===== src/rtl/clkgen_pkg.sv =====
`default_nettype none
// ============================================================================
// Module      : clkgen_pkg
// Description : Shared definitions for the DCM_CLKGEN reprogramming
//               controller: FSM state encoding, serial command prefixes,
//               frame length, default M/D codes and the M-code clamp.
// Revision    : 1.0 - initial release
// ============================================================================
package clkgen_pkg;

   // Controller states, explicitly 3 bits wide
   typedef enum logic [2:0] {
      ST_IDLE      = 3'd0,
      ST_LOAD_D    = 3'd1,
      ST_GAP_D     = 3'd2,
      ST_LOAD_M    = 3'd3,
      ST_GAP_M     = 3'd4,
      ST_GO        = 3'd5,
      ST_WAIT_DONE = 3'd6
   } state_t;

   // Two-bit command prefixes, bit0 goes out on PROGDATA first
   localparam logic [1:0]  CMD_LOAD_D    = 2'b01;
   localparam logic [1:0]  CMD_LOAD_M    = 2'b11;

   // Prefix (2) + value (8) bits per command frame
   localparam int unsigned FRAME_LEN     = 10;

   // M-1 / D-1 codes the controller reports out of reset (M = D = 2)
   localparam logic [7:0]  DEF_MULT_CODE = 8'd1;
   localparam logic [7:0]  DEF_DIV_CODE  = 8'd1;

   // Width of the PROGDONE watchdog counter
   localparam int unsigned TIMER_W       = 13;

   // M = 1 is not a legal DCM_CLKGEN setting, so an M-1 code of 0 becomes 1
   function automatic logic [7:0] clamp_mult(input logic [7:0] code);
      return (code == 8'd0) ? 8'd1 : code;
   endfunction

endpackage : clkgen_pkg
`default_nettype wire


===== src/rtl/clkgen_serializer.sv =====
`default_nettype none
// ============================================================================
// Module      : clkgen_serializer
// Description : Shifts one 10-bit DCM_CLKGEN command frame (2-bit prefix then
//               8-bit value, LSB first) onto PROGEN/PROGDATA, one bit per
//               clock starting the cycle after i_start. i_go produces the
//               single-cycle GO command (PROGEN=1, PROGDATA=0). Both pins
//               are driven straight from flops.
// Revision    : 1.0 - initial release
// ============================================================================
module clkgen_serializer
   import clkgen_pkg::*;
(
   input  logic       clk,
   input  logic       rst,
   input  logic       i_start,
   input  logic       i_go,
   input  logic [1:0] i_prefix,
   input  logic [7:0] i_value,
   output logic       o_progen,
   output logic       o_progdata,
   output logic       o_last
);

   localparam int unsigned CNT_W = $clog2(FRAME_LEN);

   logic [FRAME_LEN-1:0] r_shift;
   logic [CNT_W-1:0]     r_cnt;
   logic                 r_active;
   logic                 r_progen;
   logic                 r_progdata;
   logic                 w_final_bit;

   assign w_final_bit = (r_cnt == CNT_W'(FRAME_LEN - 1));

   // Load a frame on start, then emit one bit per cycle until the frame is out
   always_ff @(posedge clk) begin
      if (rst) begin
         r_shift    <= '0;
         r_cnt      <= '0;
         r_active   <= 1'b0;
         r_progen   <= 1'b0;
         r_progdata <= 1'b0;
      end else if (r_active) begin
         r_progen   <= 1'b1;
         r_progdata <= r_shift[0];
         r_shift    <= {1'b0, r_shift[FRAME_LEN-1:1]};
         if (w_final_bit) begin
            r_active <= 1'b0;
            r_cnt    <= '0;
         end else begin
            r_cnt    <= r_cnt + 1'b1;
         end
      end else begin
         r_progen   <= i_go;
         r_progdata <= 1'b0;
         if (i_start) begin
            r_shift  <= {i_value, i_prefix};
            r_cnt    <= '0;
            r_active <= 1'b1;
         end
      end
   end

   assign o_progen   = r_progen;
   assign o_progdata = r_progdata;
   // High in the cycle whose clock edge drives the final frame bit
   assign o_last     = r_active && w_final_bit;

endmodule : clkgen_serializer
`default_nettype wire


===== src/rtl/dcm_clkgen_program.sv =====
`default_nettype none
// ============================================================================
// Module      : dcm_clkgen_program
// Description : Serial reprogramming controller for DCM_CLKGEN. On load_i it
//               sends LOAD_D and LOAD_M frames, then GO, on the PROGCLK
//               domain (clk_i), waits for PROGDONE and reports the committed
//               M-1/D-1 codes. All outputs are registered.
//               Optional PROGDONE watchdog: define CLKGEN_PROG_TIMEOUT_EN.
// Revision    : 1.0 - initial release
// ============================================================================
module dcm_clkgen_program
   import clkgen_pkg::*;
#(
   parameter logic [7:0]  DEFAULT_MULT   = DEF_MULT_CODE,
   parameter logic [7:0]  DEFAULT_DIV    = DEF_DIV_CODE,
   parameter int unsigned GAP_CYCLES     = 2,
   parameter int unsigned TIMEOUT_CYCLES = 4096
) (
   input  logic       clk_i,
   input  logic       reset_i,
   input  logic [7:0] mult_i,
   input  logic [7:0] div_i,
   input  logic       load_i,
   output logic [7:0] mult_o,
   output logic [7:0] div_o,
   output logic       busy_o,
   output logic       done_o,
   output logic       error_o,
   output logic       progen_o,
   output logic       progdata_o,
   input  logic       progdone_i
);

   localparam int unsigned GAP_W = (GAP_CYCLES > 1) ? $clog2(GAP_CYCLES) : 1;

   // Reject parameter values the counters cannot represent
   if (GAP_CYCLES < 1) begin : g_bad_gap
      $error("GAP_CYCLES must be at least 1");
   end
   if ((TIMEOUT_CYCLES < 1) || (TIMEOUT_CYCLES > (1 << TIMER_W))) begin : g_bad_timeout
      $error("TIMEOUT_CYCLES out of range for the watchdog counter");
   end

   state_t           r_state,       w_state_nx;
   logic [GAP_W-1:0] r_gap_cnt,     w_gap_cnt_nx;
   logic [7:0]       r_shadow_mult, w_shadow_mult_nx;
   logic [7:0]       r_shadow_div,  w_shadow_div_nx;
   logic [7:0]       r_mult,        w_mult_nx;
   logic [7:0]       r_div,         w_div_nx;
   logic             r_busy,        w_busy_nx;
   logic             r_done,        w_done_nx;
   logic             r_error,       w_error_nx;
`ifdef CLKGEN_PROG_TIMEOUT_EN
   logic [TIMER_W-1:0] r_timer,     w_timer_nx;
`endif

   logic             w_ser_start;
   logic             w_ser_go;
   logic [1:0]       w_ser_prefix;
   logic [7:0]       w_ser_value;
   logic             w_ser_last;
   logic             w_gap_end;

   assign w_gap_end = (r_gap_cnt == GAP_W'(GAP_CYCLES - 1));

   // Frame shifter shared by the LOAD_D and LOAD_M commands and the GO pulse
   clkgen_serializer u_serializer (
      .clk        (clk_i),
      .rst        (reset_i),
      .i_start    (w_ser_start),
      .i_go       (w_ser_go),
      .i_prefix   (w_ser_prefix),
      .i_value    (w_ser_value),
      .o_progen   (progen_o),
      .o_progdata (progdata_o),
      .o_last     (w_ser_last)
   );

   // State and output registers
   always_ff @(posedge clk_i) begin
      if (reset_i) begin
         r_state       <= ST_IDLE;
         r_gap_cnt     <= '0;
         r_shadow_mult <= DEFAULT_MULT;
         r_shadow_div  <= DEFAULT_DIV;
         r_mult        <= DEFAULT_MULT;
         r_div         <= DEFAULT_DIV;
         r_busy        <= 1'b0;
         r_done        <= 1'b0;
         r_error       <= 1'b0;
`ifdef CLKGEN_PROG_TIMEOUT_EN
         r_timer       <= '0;
`endif
      end else begin
         r_state       <= w_state_nx;
         r_gap_cnt     <= w_gap_cnt_nx;
         r_shadow_mult <= w_shadow_mult_nx;
         r_shadow_div  <= w_shadow_div_nx;
         r_mult        <= w_mult_nx;
         r_div         <= w_div_nx;
         r_busy        <= w_busy_nx;
         r_done        <= w_done_nx;
         r_error       <= w_error_nx;
`ifdef CLKGEN_PROG_TIMEOUT_EN
         r_timer       <= w_timer_nx;
`endif
      end
   end

   // Next-state logic; the serializer is kicked one state ahead so each
   // frame bit lands on the edge after the state that requested it
   always_comb begin
      w_state_nx       = r_state;
      w_gap_cnt_nx     = r_gap_cnt;
      w_shadow_mult_nx = r_shadow_mult;
      w_shadow_div_nx  = r_shadow_div;
      w_mult_nx        = r_mult;
      w_div_nx         = r_div;
      w_busy_nx        = r_busy;
      w_done_nx        = 1'b0;
      w_error_nx       = r_error;
`ifdef CLKGEN_PROG_TIMEOUT_EN
      w_timer_nx       = r_timer;
`endif
      w_ser_start      = 1'b0;
      w_ser_go         = 1'b0;
      w_ser_prefix     = CMD_LOAD_D;
      w_ser_value      = r_shadow_div;

      case (r_state)
         ST_IDLE: begin
            if (load_i) begin
               w_shadow_mult_nx = clamp_mult(mult_i);
               w_shadow_div_nx  = div_i;
               w_error_nx       = 1'b0;
               w_busy_nx        = 1'b1;
               w_gap_cnt_nx     = '0;
               w_ser_start      = 1'b1;
               w_ser_prefix     = CMD_LOAD_D;
               w_ser_value      = div_i;
               w_state_nx       = ST_LOAD_D;
            end
         end
         ST_LOAD_D: begin
            if (w_ser_last) begin
               w_gap_cnt_nx = '0;
               w_state_nx   = ST_GAP_D;
            end
         end
         ST_GAP_D: begin
            if (w_gap_end) begin
               w_gap_cnt_nx = '0;
               w_ser_start  = 1'b1;
               w_ser_prefix = CMD_LOAD_M;
               w_ser_value  = r_shadow_mult;
               w_state_nx   = ST_LOAD_M;
            end else begin
               w_gap_cnt_nx = r_gap_cnt + 1'b1;
            end
         end
         ST_LOAD_M: begin
            if (w_ser_last) begin
               w_gap_cnt_nx = '0;
               w_state_nx   = ST_GAP_M;
            end
         end
         ST_GAP_M: begin
            if (w_gap_end) begin
               w_gap_cnt_nx = '0;
               w_state_nx   = ST_GO;
            end else begin
               w_gap_cnt_nx = r_gap_cnt + 1'b1;
            end
         end
         ST_GO: begin
            w_ser_go   = 1'b1;
`ifdef CLKGEN_PROG_TIMEOUT_EN
            w_timer_nx = '0;
`endif
            w_state_nx = ST_WAIT_DONE;
         end
         ST_WAIT_DONE: begin
            if (progdone_i) begin
               w_mult_nx  = r_shadow_mult;
               w_div_nx   = r_shadow_div;
               w_done_nx  = 1'b1;
               w_busy_nx  = 1'b0;
               w_state_nx = ST_IDLE;
`ifdef CLKGEN_PROG_TIMEOUT_EN
            end else if (r_timer == TIMER_W'(TIMEOUT_CYCLES - 1)) begin
               w_error_nx = 1'b1;
               w_busy_nx  = 1'b0;
               w_state_nx = ST_IDLE;
            end else begin
               w_timer_nx = r_timer + 1'b1;
`endif
            end
         end
         default: begin
            w_busy_nx  = 1'b0;
            w_state_nx = ST_IDLE;
         end
      endcase
   end

   assign mult_o  = r_mult;
   assign div_o   = r_div;
   assign busy_o  = r_busy;
   assign done_o  = r_done;
`ifdef CLKGEN_PROG_TIMEOUT_EN
   assign error_o = r_error;
`else
   // Without the watchdog there is no error source
   assign error_o = 1'b0;
`endif

endmodule : dcm_clkgen_program
`default_nettype wire


===== config.mk =====
export PLATFORM = sky130hd
export DESIGN_NAME = dcm_clkgen_program
export DESIGN_NICKNAME = d
export VERILOG_FILES = /design/src/rtl/clkgen_pkg.sv /design/src/rtl/clkgen_serializer.sv /design/src/rtl/dcm_clkgen_program.sv
export SDC_FILE = /design/constraint.sdc
export NUM_CORES = 1
export LEC_CHECK = 0
export BUFFER_PORTS_ARGS = -buffer_cell sky130_fd_sc_hd__buf_4
export CORE_UTILIZATION = 50
export CTS_CLUSTER_DIAMETER = 200
export DETAILED_ROUTE_END_ITERATION = 10
export MAX_ROUTING_LAYER = met4
export PLACE_DENSITY = 0.8
export SLEW_MARGIN = 30
export SYNTH_ARGS = -nofsm -noshare
export SYNTH_HDL_FRONTEND = slang
export SYNTH_SLANG_ARGS = --single-unit

===== constraint.sdc =====
create_clock -name clk_i -period 1.48 [get_ports clk_i]
set_clock_uncertainty 0.05 [all_clocks]
set_input_delay 0.074 -clock clk_i [delete_from_list [all_inputs] [get_ports clk_i]]
set_output_delay 0.074 -clock clk_i [all_outputs]
set_load 0.005 [all_outputs]

* Yosys cells after proc, flatten, opt, wreduce, memory -nomap -nowiden
Cells that the tools add are included.
Word-level totals: register bits 55, word-level logic and storage cells 83
Cells by class: add/sub/neg operators 2, equality and inequality tests 14, multiplexer cells 34, bitwise gates (word level) 3, reductions and logical operators 16
Operators with widths (number):
- 8-bit two-way mux | 3
- 3-bit one-hot mux with 7 select lines | 1
- 3-bit two-way mux | 6
- 9-bit two-way mux | 2
- 8-bit one-hot mux with 2 select lines | 1
- 1-bit two-way mux | 13
- 4-bit two-way mux | 3
- 2-bit OR reduction | 5
- 3-bit == test (second input constant) | 3
- 8-bit logical NOT | 1
- 2-bit != test (second input constant) | 4
- 3-bit by 2-bit == test with 1-bit output (second input constant) | 2
- 2-bit by 1-bit != test with 1-bit output (second input constant) | 3
- 1-bit one-hot mux with 3 select lines | 2
- 3-bit AND reduction | 2
- 6-bit AND reduction | 1
- 5-bit OR reduction | 1
- 4-bit by 1-bit adder with 4-bit output (second input constant) | 1
- 4-bit == test (second input constant) | 1
- 2-bit two-way mux | 2
- 2-bit AND reduction | 2
- 3-bit by 1-bit == test with 1-bit output (second input constant) | 1
- 3-bit logical NOT | 1
- 1-bit inverter | 3
- 5 further kinds | 5

* Depth between registers and ports, before layout
Gate-level depths: netlist of run 1.
depth in word-level cells 4, gate-level depth with buffers 6, gate-level depth less buffers 5

* Cells and area by module
From an unflattened synthesis of run 1, not the netlist that was laid out.
Second synthesis, totals: cells, all modules 303, area total of the unflattened synthesis 2473.6 um^2
By module, submodules not included:
- dcm_clkgen_program | times used 1, cells an instance 223, area an instance 1724.2 um^2
- clkgen_serializer | times used 1, cells an instance 80, area an instance 749.5 um^2

* Worst setup path before layout of run 1
No wires, ideal clock.
path type reg2reg, start point reg r_state[1], end point reg r_shadow_div[0], library setup time 0.127 ns, data arrival time 1.318 ns, data required time 1.303 ns, slack -0.016 ns, cell stages (with the launch flop) 7, buffers on the path 3, clock period less this slack 1.496 ns, cells stage by stage dfxtp_1 buf_4 or4b_1 buf_2 buf_2 nand2_1 nand3_1
On the way: cells in the longest elaborated chain, start to end 1
RTL lines:
- start, declared | line dcm_clkgen_program.sv:44 | state_t r_state, w_state_nx;
- start signal, assigned | line dcm_clkgen_program.sv:95 | r_state <= w_state_nx;
- 3-bit logical NOT | line dcm_clkgen_program.sv:130 | case (r_state)
- end signal, assigned | line dcm_clkgen_program.sv:98 | r_shadow_div <= w_shadow_div_nx;
- end, declared | line dcm_clkgen_program.sv:47 | logic [7:0] r_shadow_div, w_shadow_div_nx;
No other way between the ends. A chain may end at the register's enable or synchronous reset.

* Final worst setup path of run 1
start point reg r_state[1], end point reg r_shadow_mult[0]
On the way: cells in the longest elaborated chain, start to end 2
RTL lines:
- 3-bit logical NOT | line dcm_clkgen_program.sv:130
- 2-bit AND reduction (no line)
- end signal, assigned | line dcm_clkgen_program.sv:97 | r_shadow_mult <= w_shadow_mult_nx;
- end, declared | line dcm_clkgen_program.sv:46 | logic [7:0] r_shadow_mult, w_shadow_mult_nx;
No other way between the ends.

==> flow_metrics.env, run 1 <==
export IMPL_place_inst=395
export IMPL_gp_congestion=0.8974
export IMPL_grt_use_total=0.2589
export IMPL_required_ns=1.62
export IMPL_hp_start="mult_i[0]"
export IMPL_synth_top_cell_by_area="dfxtp_1"
export IMPL_run_status="complete, no violations"
export IMPL_maxSlewViolCount=0
export IMPL_detailed_place_hpwl_um=4229
export IMPL_grt_overflow=0
export IMPL_area_delta_synth_final_pct=33.06
export IMPL_end_kind="flip-flop"
export IMPL_firstDrtPassIters=4
export IMPL_grt_pass1_wl_um=10120
export IMPL_synthAdderAreaFrac=0.01017
export IMPL_layout_min_cycle_time_ns=1.451
export IMPL_fmax_mhz=689.0
export IMPL_power_per_cell_area_mw_per_mm2=876.8
export IMPL_p_leak_nw=1.280
export IMPL_die_area_mm2=0.005204
export IMPL_core_area_mm2=0.004723
export IMPL_final_instance_count_excl_fill=421
export IMPL_synth_xor_area_frac=0.003561
export IMPL_clkSinkCount=55
export IMPL_placementRows=25
export IMPL_synth_warning_count=0
export IMPL_synth_nets=312
export IMPL_reg2reg_depth=3
export IMPL_multiInputGateArea_mm2=0.001264
export IMPL_slew_headroom=0.6053
export IMPL_diodes=0
export IMPL_cts_buffers=5
export IMPL_cts_root_buf="clkbuf_8"
export IMPL_hold_viol=0
export IMPL_port_buffer_count=39
export IMPL_ys_ff_latch=55
export IMPL_hp_class="in2reg"
export IMPL_final_common_cell="nand2_1"
export IMPL_synth_edf_count=0
export IMPL_pin_count=41
export IMPL_maxCapViolations=0
export IMPL_clock_latency_ns=0.31
export IMPL_h_tree_depth=2
export IMPL_crit_path_start_kind="flip-flop"
export IMPL_syn_cell_area_mm2=0.002460
export IMPL_synth_mux_area_frac=0.05646
export IMPL_r2r_end="r_shadow_mult[0]"
export IMPL_critPathMaxFanout=8
export IMPL_synth_top_family_by_area="compound AO/OA/AOI/OAI gates"
export IMPL_setup_tns_final_ns=0
export IMPL_synth_distinct_cells=56
export IMPL_cts_tree="yes"
export IMPL_grt_pass1_vias=2121
export IMPL_async_flop_share=0
export IMPL_synth_compound_area_frac=0.2136
export IMPL_synth_top_area_frac=0.4476
export IMPL_postSynthCellCount=290
export IMPL_antenna_found_initial=0
export IMPL_yosysSeqAreaShare=0.4476
export IMPL_clk_pin_slew_ns=0.10
export IMPL_ant_nets=0
export IMPL_design_area_mm2=0.003273
export IMPL_clk_path_buf_depth=2
export IMPL_fin_crit_sh=0.9807
export IMPL_synth_flop_cell="dfxtp_1"
export IMPL_worstHoldPathCells=3
export IMPL_totalPowerFinal_mw=2.870
export IMPL_worst_slew_pin_slew_ns=0.5867
export IMPL_mostFrequentLayoutCells="nand2_1, buf_4, dfxtp_1"
export IMPL_worstReg2RegStart="r_state[1]"
export IMPL_syn_avg_cell_area_um2=8.482
export IMPL_rrSetupSlack_ns=0.03
export IMPL_crit_type="reg2reg"
export IMPL_drt_iter0_drc=154
export IMPL_synthSimpleGateAreaFrac=0.2035
export IMPL_seqCellArea_mm2=0.001111
export IMPL_drc=0
export IMPL_fill_cells=363
export IMPL_die_w_um=72.14
export IMPL_final_nets=375
export IMPL_finalSetupViolCount=0
export IMPL_placed_area_mm2=0.002903
export IMPL_drt_wl_total_um=6461
export IMPL_min_to="r_shadow_mult[0]"
export IMPL_vias=2330
export IMPL_start_util=0.5208
export IMPL_drt_wirelength_per_cell_um=15.35
export IMPL_synth_area_leaders="dfxtp_1, nand2_1, a21oi_1, mux2i_1, buf_2"
export IMPL_arrival_ns=1.59
export IMPL_rsz0062_at_grt="yes"
export IMPL_drive_gt1_frac=0.2825
export IMPL_ir_drop_mv=0.6319
export IMPL_die_h_um=72.14
export IMPL_grt_start_max_net_pins=24
export IMPL_viasPerCell=5.534
[final cells by class]
cell class | instances | area share
flip-flops and latches | 55 | 0.3395
multi-input cells | 202 | 0.3861
well taps | 67 | 0.02561
repair buffers | 81 | 0.2095
clock inverters | 2 | 0.004969
inverters | 8 | 0.009174
clock buffers | 6 | 0.02523
[kinds of logic after synthesis]
logic type               after synthesis
multiplexers                          13
other                                  1
XOR/XNOR                               1
buffers and inverters                 33
adder cells (fa/ha/maj)                2
flip-flops                            55
AO/OA/AOI/OAI                         81
AND/OR/NAND/NOR                      104
[per-stage QoR]
stage	hold WS, ns	worst slack (ns)	utilization
finish	0.02306	0.02859	0.6930
global route	0.03494	-0.01104	0.6930
CTS	0.006464	0.01786	0.6721
detailed placement	0.2620	-0.1442	0.6146
global placement	0.2541	-0.04664	0.6146
floorplan	0.1482	-0.0007494	-
[worst max-delay path, stage by stage (launching register included)]
cell      delay [ns]
dfxtp_4         0.41
or4b_4          0.57
a211oi_4        0.20
o21ai_1         0.11
[state kept, by name (all words and copies together), names as in the netlist]
name and flops:
u_serializer.r_shift 10, done_o 1, u_serializer.r_cnt 4, r_state 3, r_gap_cnt 1, r_shadow_div 8, u_serializer.r_active 1, busy_o 1
r_shadow_mult 8, u_serializer.o_progen 1, div_o 8, u_serializer.o_progdata 1, mult_o 8
[what timing repair did]
action	4_1_cts	5_1_grt
setup endpoints to repair	45	31
hold buffers	15	0
pin swaps	0	3
hold endpoints to repair	15	0
buffers inserted	0	3
resized for setup	7	23
[cell usage after synthesis, types with 2 or more instances]
cell type and count:
a32oi_1 4, nand3_1 4, buf_2 11, a211oi_1 2, o221ai_1 3, or4b_1 2
nand2b_1 2, nor2b_1 2, o21ai_0 10, buf_1 3, o32ai_1 3, a21oi_1 34
o22ai_1 4, clkbuf_1 7, inv_1 7, o21ai_1 2, nand2_1 67, mux2i_1 8
ha_1 2, a31oi_1 5, o211ai_1 3, nor3b_1 2, and4b_1 2, mux2_2 4
dfxtp_1 55, nor2_1 10, buf_4 3
[per-layer routing]
layer | wire length, um | GRT usage
met3 | 264 | 0.04028
met2 | 3161 | 0.4174
met4 | 65 | 0.07190
met1 | 2971 | 0.3380
met5 | 0 | -
[how the worst max path moves through the flow]
| stage | from | end | slack, ns |
|---|---|---|---|
| finish | r_state[1] | r_shadow_mult[0] | 0.03 |
| floorplan | r_state[1] | r_shadow_mult[0] | -0.0007 |
| global route | r_state[1] | r_shadow_div[3] | -0.01 |
| CTS | r_state[1] | u_serializer.r_shift[2] | 0.02 |
| detailed placement | r_state[1] | div_o[1] | -0.14 |
| global placement | r_state[2] | u_serializer.r_shift[7] | -0.05 |
[power breakdown]
part / switching, mW / leakage (nW) / internal, mW
Clock: 0.500 / 0.0474 / 0.383
Combinational: 0.197 / 0.782 / 0.202
Sequential: 0.0496 / 0.451 / 1.54
Total: 0.747 / 1.28 / 2.12
No activity file was read; power rests on OpenSTA's default activity.
==> inputs of run 2 (changes only) <==
CORE_UTILIZATION = 52   (was 50)
CTS_BUF_LIST = sky130_fd_sc_hd__clkbuf_2 sky130_fd_sc_hd__clkbuf_4 sky130_fd_sc_hd__clkbuf_8   (was unset)
PLACE_DENSITY = 0.83   (was 0.8)
==> run 2 against run 1 <==
Non-clock buffer count is 5 higher. Clock power grew 2%. Register-to-register slack about the same. Final cell count down 2.4%. Critical path depth up 1. Design area decreased by 0.15%. Via count grew 4.2%. Critical endpoint is now u_serializer.r_cnt[2]. Flip-flop and latch count stayed put. Combinational power shrank 3%. Routed wire length increased by 2.2%. Clock-buffer cell count stayed put.
==> flow_metrics.env, run 2 (synthesized netlist as in run 1, its figures left out) <==
export IMPL_antenna_found_initial=0
export IMPL_crit_family="multiplexers"
export IMPL_h_tree_depth=2
export IMPL_cts_buffers=5
export IMPL_die_h_um=70.78
export IMPL_final_common_cell="nand2_1"
export IMPL_drc=0
export IMPL_largest_reg_flops=10
export IMPL_firstDrtPassIters=8
export IMPL_fmax_mhz=691.5
export IMPL_required_ns=1.67
export IMPL_switching_share=0.2641
export IMPL_diodes=0
export IMPL_clock_latency_ns=0.32
export IMPL_drt_wirelength_per_cell_um=16.07
export IMPL_grt_pass1_vias=2266
export IMPL_ant_nets=0
export IMPL_run_status="complete, no violations"
export IMPL_seqPwrFrac=0.552
export IMPL_maxSlewViolCount=0
export IMPL_clk_pin_slew_ns=0.10
export IMPL_area_delta_synth_final_pct=32.86
export IMPL_grt_overflow=0
export IMPL_cp_slowest_cell="mux2i_2"
export IMPL_vias=2427
export IMPL_cts_root_buf="clkbuf_8"
export IMPL_drt_iter0_drc=189
export IMPL_pin_count=41
export IMPL_die_w_um=70.78
export IMPL_final_nets=380
export IMPL_die_area_mm2=0.005010
export IMPL_totalPowerFinal_mw=2.872
export IMPL_critical_path_buf_inv_count=1
export IMPL_hp_class="in2reg"
export IMPL_core_area_mm2=0.004444
export IMPL_drive_gt1_frac=0.2841
export IMPL_rrSetupSlack_ns=0.03
export IMPL_viasPerCell=5.905
export IMPL_setup_ws_ns=0.03379
export IMPL_place_inst=381
export IMPL_start_util=0.5535
export IMPL_grt_start_max_net_pins=25
export IMPL_hold_viol=0
export IMPL_clk_path_buf_depth=2
export IMPL_port_buffer_count=39
export IMPL_switchingPower_mw=0.7586
export IMPL_crit_path_start_kind="flip-flop"
export IMPL_detailed_place_hpwl_um=4115
export IMPL_grt_use_total=0.2724
export IMPL_drt_wl_total_um=6605
export IMPL_share_comb_of_total_power=0.135
export IMPL_ir_drop_mv=0.5833
export IMPL_maxCapViolations=0
export IMPL_p_leak_nw=1.308
export IMPL_placementRows=24
export IMPL_final_instance_count_excl_fill=411
export IMPL_arrival_ns=1.64
export IMPL_critPathMaxFanout=7
export IMPL_crit_type="reg2reg"
export IMPL_crit_path_cell_trace="mux2i_2 -> buf_4 -> o311ai_0 -> a21oi_1"
export IMPL_crit_path_max_incr_delay_ns=0.42
export IMPL_power_per_cell_area_mw_per_mm2=878.8
export IMPL_layout_min_cycle_time_ns=1.446
export IMPL_fin_crit_sh=0.9772
export IMPL_mostFrequentLayoutCells="nand2_1, buf_4, dfxtp_1"
export IMPL_clkPwrFrac=0.313
export IMPL_dpl_worst_slack_ns=-0.02874
export IMPL_rsz0062_at_grt="yes"
export IMPL_largest_register="u_serializer.r_shift"
export IMPL_p_int_mw=2.113
export IMPL_grt_pass1_wl_um=10490
export IMPL_finalSetupViolCount=0
export IMPL_gp_congestion=0.8516
export IMPL_cts_tree="yes"
export IMPL_end_kind="flip-flop"
export IMPL_clkSinkCount=55
==> run 2: power by group through the flow <==
stage	registers [mW]	clock network [mW]	logic, mW
2_1_floorplan	1.60	0	0.219
3_3_place_gp	1.61	0	0.316
3_5_place_dp	1.62	0	0.323
4_1_cts	1.58	0.893	0.362
5_1_grt	1.59	0.955	0.421
6_report	1.58	0.898	0.389
==> run 2: final timing paths <==
kind              startpoint                    end  cells past startpoint
setup reg to reg  r_state[1]  u_serializer.r_cnt[2]                      4
hold reg to reg    mult_o[7]              mult_o[7]                      2
hold / removal    progdone_i             r_state[2]                      4
setup / recovery  r_state[1]  u_serializer.r_cnt[2]                      4
==> run 2: area by class of cell <==
| class | count | area (um^2) |
|---|---|---|
| Clock inverter | 2 | 16.27 |
| Timing Repair Buffer | 86 | 723.2 |
| Inverter | 8 | 30.03 |
| Sequential cell | 55 | 1111 |
| Fill cell | 302 | 1176 |
| Tap cell | 52 | 65.06 |
| Multi-Input combinational cell | 202 | 1240 |
| Clock buffer | 6 | 82.58 |
==> run 2: what timing repair did <==
item	4_1_cts	5_1_grt
hold buffers	15	1
pin swaps	0	2
cloned	0	1
hold endpoints to repair	15	1
setup buffers	0	5
gates resized for setup	3	17
endpoints found under the setup margin	8	17
==> run 2: metrics by stage <==
step	util	area, um^2	hold WS [ns]	TNS (ns)
after CTS	0.7117	3163	0.008568	0
after global placement	0.6534	2904	0.2524	0
after floorplan	-	2476	0.1482	-0.0007494
after global routing	0.7354	3268	0.06926	-0.03457
after detailed placement	0.6534	2904	0.2543	-0.09072
final	0.7354	3268	0.05024	0
==> run 2: routing by layer <==
layer	up-vias	GRT usage	wire length (um)
met5	-	-	0
met4	0	0.08444	110
met3	19	0.05698	387
met2	105	0.4583	3285
met1	1147	0.3282	2822
li1	1156	-	-
==> run 2: worst reg2reg max path, cell delays in order, from the launching register on <==
cell	delay, ns
dfxtp_4	0.41
mux2i_2	0.42
buf_4	0.20
o311ai_0	0.12
a21oi_1	0.19
==> inputs of run 3 (changes only) <==
SYNTH_HIERARCHICAL = 1   (was unset)
==> run 3 against run 2 <==
The run now ends with DRC, setup timing left. Synthesized cell count rose by 4.5%. Fmax fell by 21%. Largest power group unchanged. Largest cell class unchanged. Sequential share of layout area fell by 3.4 points. Critical path type unchanged. Worst hold slack got worse by 0.012 ns. Clock-buffer cell count did not move. Total power rose by 5.9%.
==> flow_metrics.env, run 3 <==
export IMPL_run_status="finished with violations"
export IMPL_violations="DRC, setup timing"
export IMPL_synth_flop_cell="dfxtp_1"
export IMPL_yosysSeqAreaShare=0.4451
export IMPL_rsz0062_at_grt="yes"
export IMPL_final_instance_count_excl_fill=443
export IMPL_crit_top_cell="buf_6"
export IMPL_port_buffer_count=39
export IMPL_vias=2631
export IMPL_arrival_ns=1.99
export IMPL_required_ns=1.65
export IMPL_drt_wirelength_per_cell_um=18.34
export IMPL_synth_top_cells_by_count="nand2_1, dfxtp_1, a21oi_1"
export IMPL_synth_top_cell_by_area="dfxtp_1"
export IMPL_crit_path_start_kind="flip-flop"
export IMPL_ir_drop_mv=0.7729
export IMPL_grt_pass1_wl_um=11250
export IMPL_grt_start_max_net_pins=47
export IMPL_final_nets=412
export IMPL_synth_top_area_frac=0.4451
export IMPL_placementRows=24
export IMPL_hp_class="in2reg"
export IMPL_clk_path_buf_depth=2
export IMPL_cts_tree="yes"
export IMPL_mostFrequentLayoutCells="buf_4, nand2_1, dfxtp_1"
export IMPL_clock_latency_ns=0.32
export IMPL_die_w_um=70.97
export IMPL_utilization=0.8149
export IMPL_place_inst=404
export IMPL_die_h_um=70.97
export IMPL_cts_root_buf="clkbuf_8"
export IMPL_fill_cells=242
export IMPL_design_area_mm2=0.003646
export IMPL_drc=3
export IMPL_largest_register="u_serializer/r_shift"
export IMPL_hold_viol=0
export IMPL_detailed_place_hpwl_um=3923
export IMPL_h_tree_depth=2
export IMPL_antenna_found_initial=0
export IMPL_finalSetupViolCount=31
export IMPL_drive_gt1_frac=0.3785
export IMPL_area_delta_synth_final_pct=47.40
export IMPL_end_kind="flip-flop"
export IMPL_p_leak_nw=1.487
export IMPL_cts_buffers=5
export IMPL_syn_cell_area_mm2=0.002474
export IMPL_die_area_mm2=0.005037
export IMPL_start_util=0.5529
export IMPL_critPathMaxFanout=5
export IMPL_fmax_mhz=549.7
export IMPL_ant_nets=0
export IMPL_largest_reg_flops=10
export IMPL_crit_path_cell_trace="nor4bb_4 -> buf_6 -> buf_6 -> nand2_1 -> o311ai_1 -> mux2i_1 -> a211oi_1"
export IMPL_postSynthCellCount=303
export IMPL_grtUsageMet1=0.3488
export IMPL_dpl_worst_slack_ns=-0.2237
export IMPL_holdWs_ns=0.03853
export IMPL_fin_crit_sh=1.229
export IMPL_layout_min_cycle_time_ns=1.819
export IMPL_grt_use_met2=0.4818
export IMPL_synth_nets=325
export IMPL_clk_pin_slew_ns=0.11
export IMPL_yosysMostFrequentCell="nand2_1"
export IMPL_drt_wl_total_um=8125
export IMPL_top_usage_layer="met2"
export IMPL_grt_pass1_vias=2371
export IMPL_grt_use_total=0.2979
export IMPL_final_common_cell="buf_4"
export IMPL_synth_area_leaders="dfxtp_1, nand2_1, a21oi_1, mux2i_1, nor2_1"
export IMPL_syn_avg_cell_area_um2=8.164
export IMPL_maxCapViolations=0
export IMPL_synth_distinct_cells=38
export IMPL_gp_congestion=0.8524
export IMPL_synth_warning_count=6
export IMPL_diodes=0
export IMPL_core_area_mm2=0.004474
export IMPL_pin_count=41
export IMPL_maxSlewViolCount=0
export IMPL_setup_ws_ns=-0.3393
export IMPL_grt_overflow=0
export IMPL_ys_ff_latch=55
export IMPL_placed_area_mm2=0.003009
export IMPL_crit_path_max_incr_delay_ns=0.38
export IMPL_grt_use_met3=0.06553
export IMPL_async_flop_share=0
export IMPL_firstDrtPassIters=8
export IMPL_crit_type="reg2reg"
export IMPL_viasPerCell=5.939
export IMPL_power_per_cell_area_mw_per_mm2=834.2
export IMPL_cp_slowest_cell="dfxtp_4"
export IMPL_drt_iter0_drc=363
export IMPL_synth_edf_count=0
export IMPL_clkSinkCount=55
==> run 3: cell types whose count changed after synthesis, sizes merged, moves of 4 or more <==
cell	previous run	this run
nor3	2	6
nand3	4	0
nor2	10	20
o21ai	12	6
o311ai	1	7
mux2	4	0
o22ai	4	0
nand2	67	75
inv	8	12
a211oi	2	9
nand3b	1	6
==> run 3: kinds of logic (layout without fill, tap and decap cells) <==
family	Yosys count	in the layout	synth area share
xor+xnor	1	1	0.003541
other cells	2	2	0.003036
mux	12	12	0.04856
compound gates	66	66	0.1619
simple gates	128	128	0.2484
fa+ha+maj	2	2	0.01011
buf+inv	37	125	0.07941
flops	55	55	0.4451
==> run 3: cell type report <==
class / count / area [um^2] / share of cell area
Clock inverter: 2 / 12.51 / 0.003432
Clock buffer: 6 / 76.32 / 0.02093
Timing Repair Buffer: 105 / 985.9 / 0.2704
Sequential cell: 55 / 1117 / 0.3065
Tap cell: 52 / 65.06 / 0.01784
Inverter: 12 / 50.05 / 0.01373
Multi-Input combinational cell: 211 / 1339 / 0.3672
==> run 3: worst paths after layout <==
check | depth (start not counted) | start | slack (ns) | end
setup / recovery | 7 | r_state[2] | -0.34 | u_serializer/r_shift[3]
hold reg to reg | 2 | u_serializer/r_shift[0] | 0.39 | u_serializer/o_progdata
setup reg to reg | 7 | r_state[2] | -0.34 | u_serializer/r_shift[3]
hold / removal | 3 | mult_i[7] | 0.04 | r_shadow_mult[7]
==> run 3: metal layers <==
metal / share of wire / wire length [um]
met5: 0 / 0
met4: 0.047 / 384
met3: 0.077 / 626
met2: 0.49 / 3987
met1: 0.38 / 3127
==> run 3: repair_timing <==
action | CTS | global route
pin swaps | 9 | 10
gates resized for setup | 34 | 34
hold buffers | 8 | 1
hold endpoints to repair | 8 | 1
buffers inserted | 10 | 10
setup endpoints to repair | 30 | 35
gates cloned | 1 | 2
==> run 3: critical path: cells and delay by family (launching register included) <==
family                 cells  cell delay [ns]
AND/OR/NAND/NOR            2             0.40
AO/OA/AOI/OAI              2             0.39
flip-flops                 1             0.38
buffers and inverters      2             0.31
multiplexers               1             0.19
==> run 3: power by group <==
group / total (mW) / leakage [nW] / switching, mW / internal, mW
clock: 0.854 / 0.0446 / 0.503 / 0.351
sequential: 1.61 / 0.452 / 0.0658 / 1.54
combinational: 0.581 / 0.990 / 0.276 / 0.305
total: 3.04 / 1.49 / 0.845 / 2.20
==> run 3: through the flow <==
| step | power (mW) | TNS [ns] |
|---|---|---|
| finish | 3.042 | -3.986 |
| CTS | 2.924 | -3.066 |
| global route | 3.134 | -5.753 |
| floorplan | 1.864 | -1.854 |
| global placement | 2.010 | -2.758 |
| detailed placement | 2.019 | -3.896 |
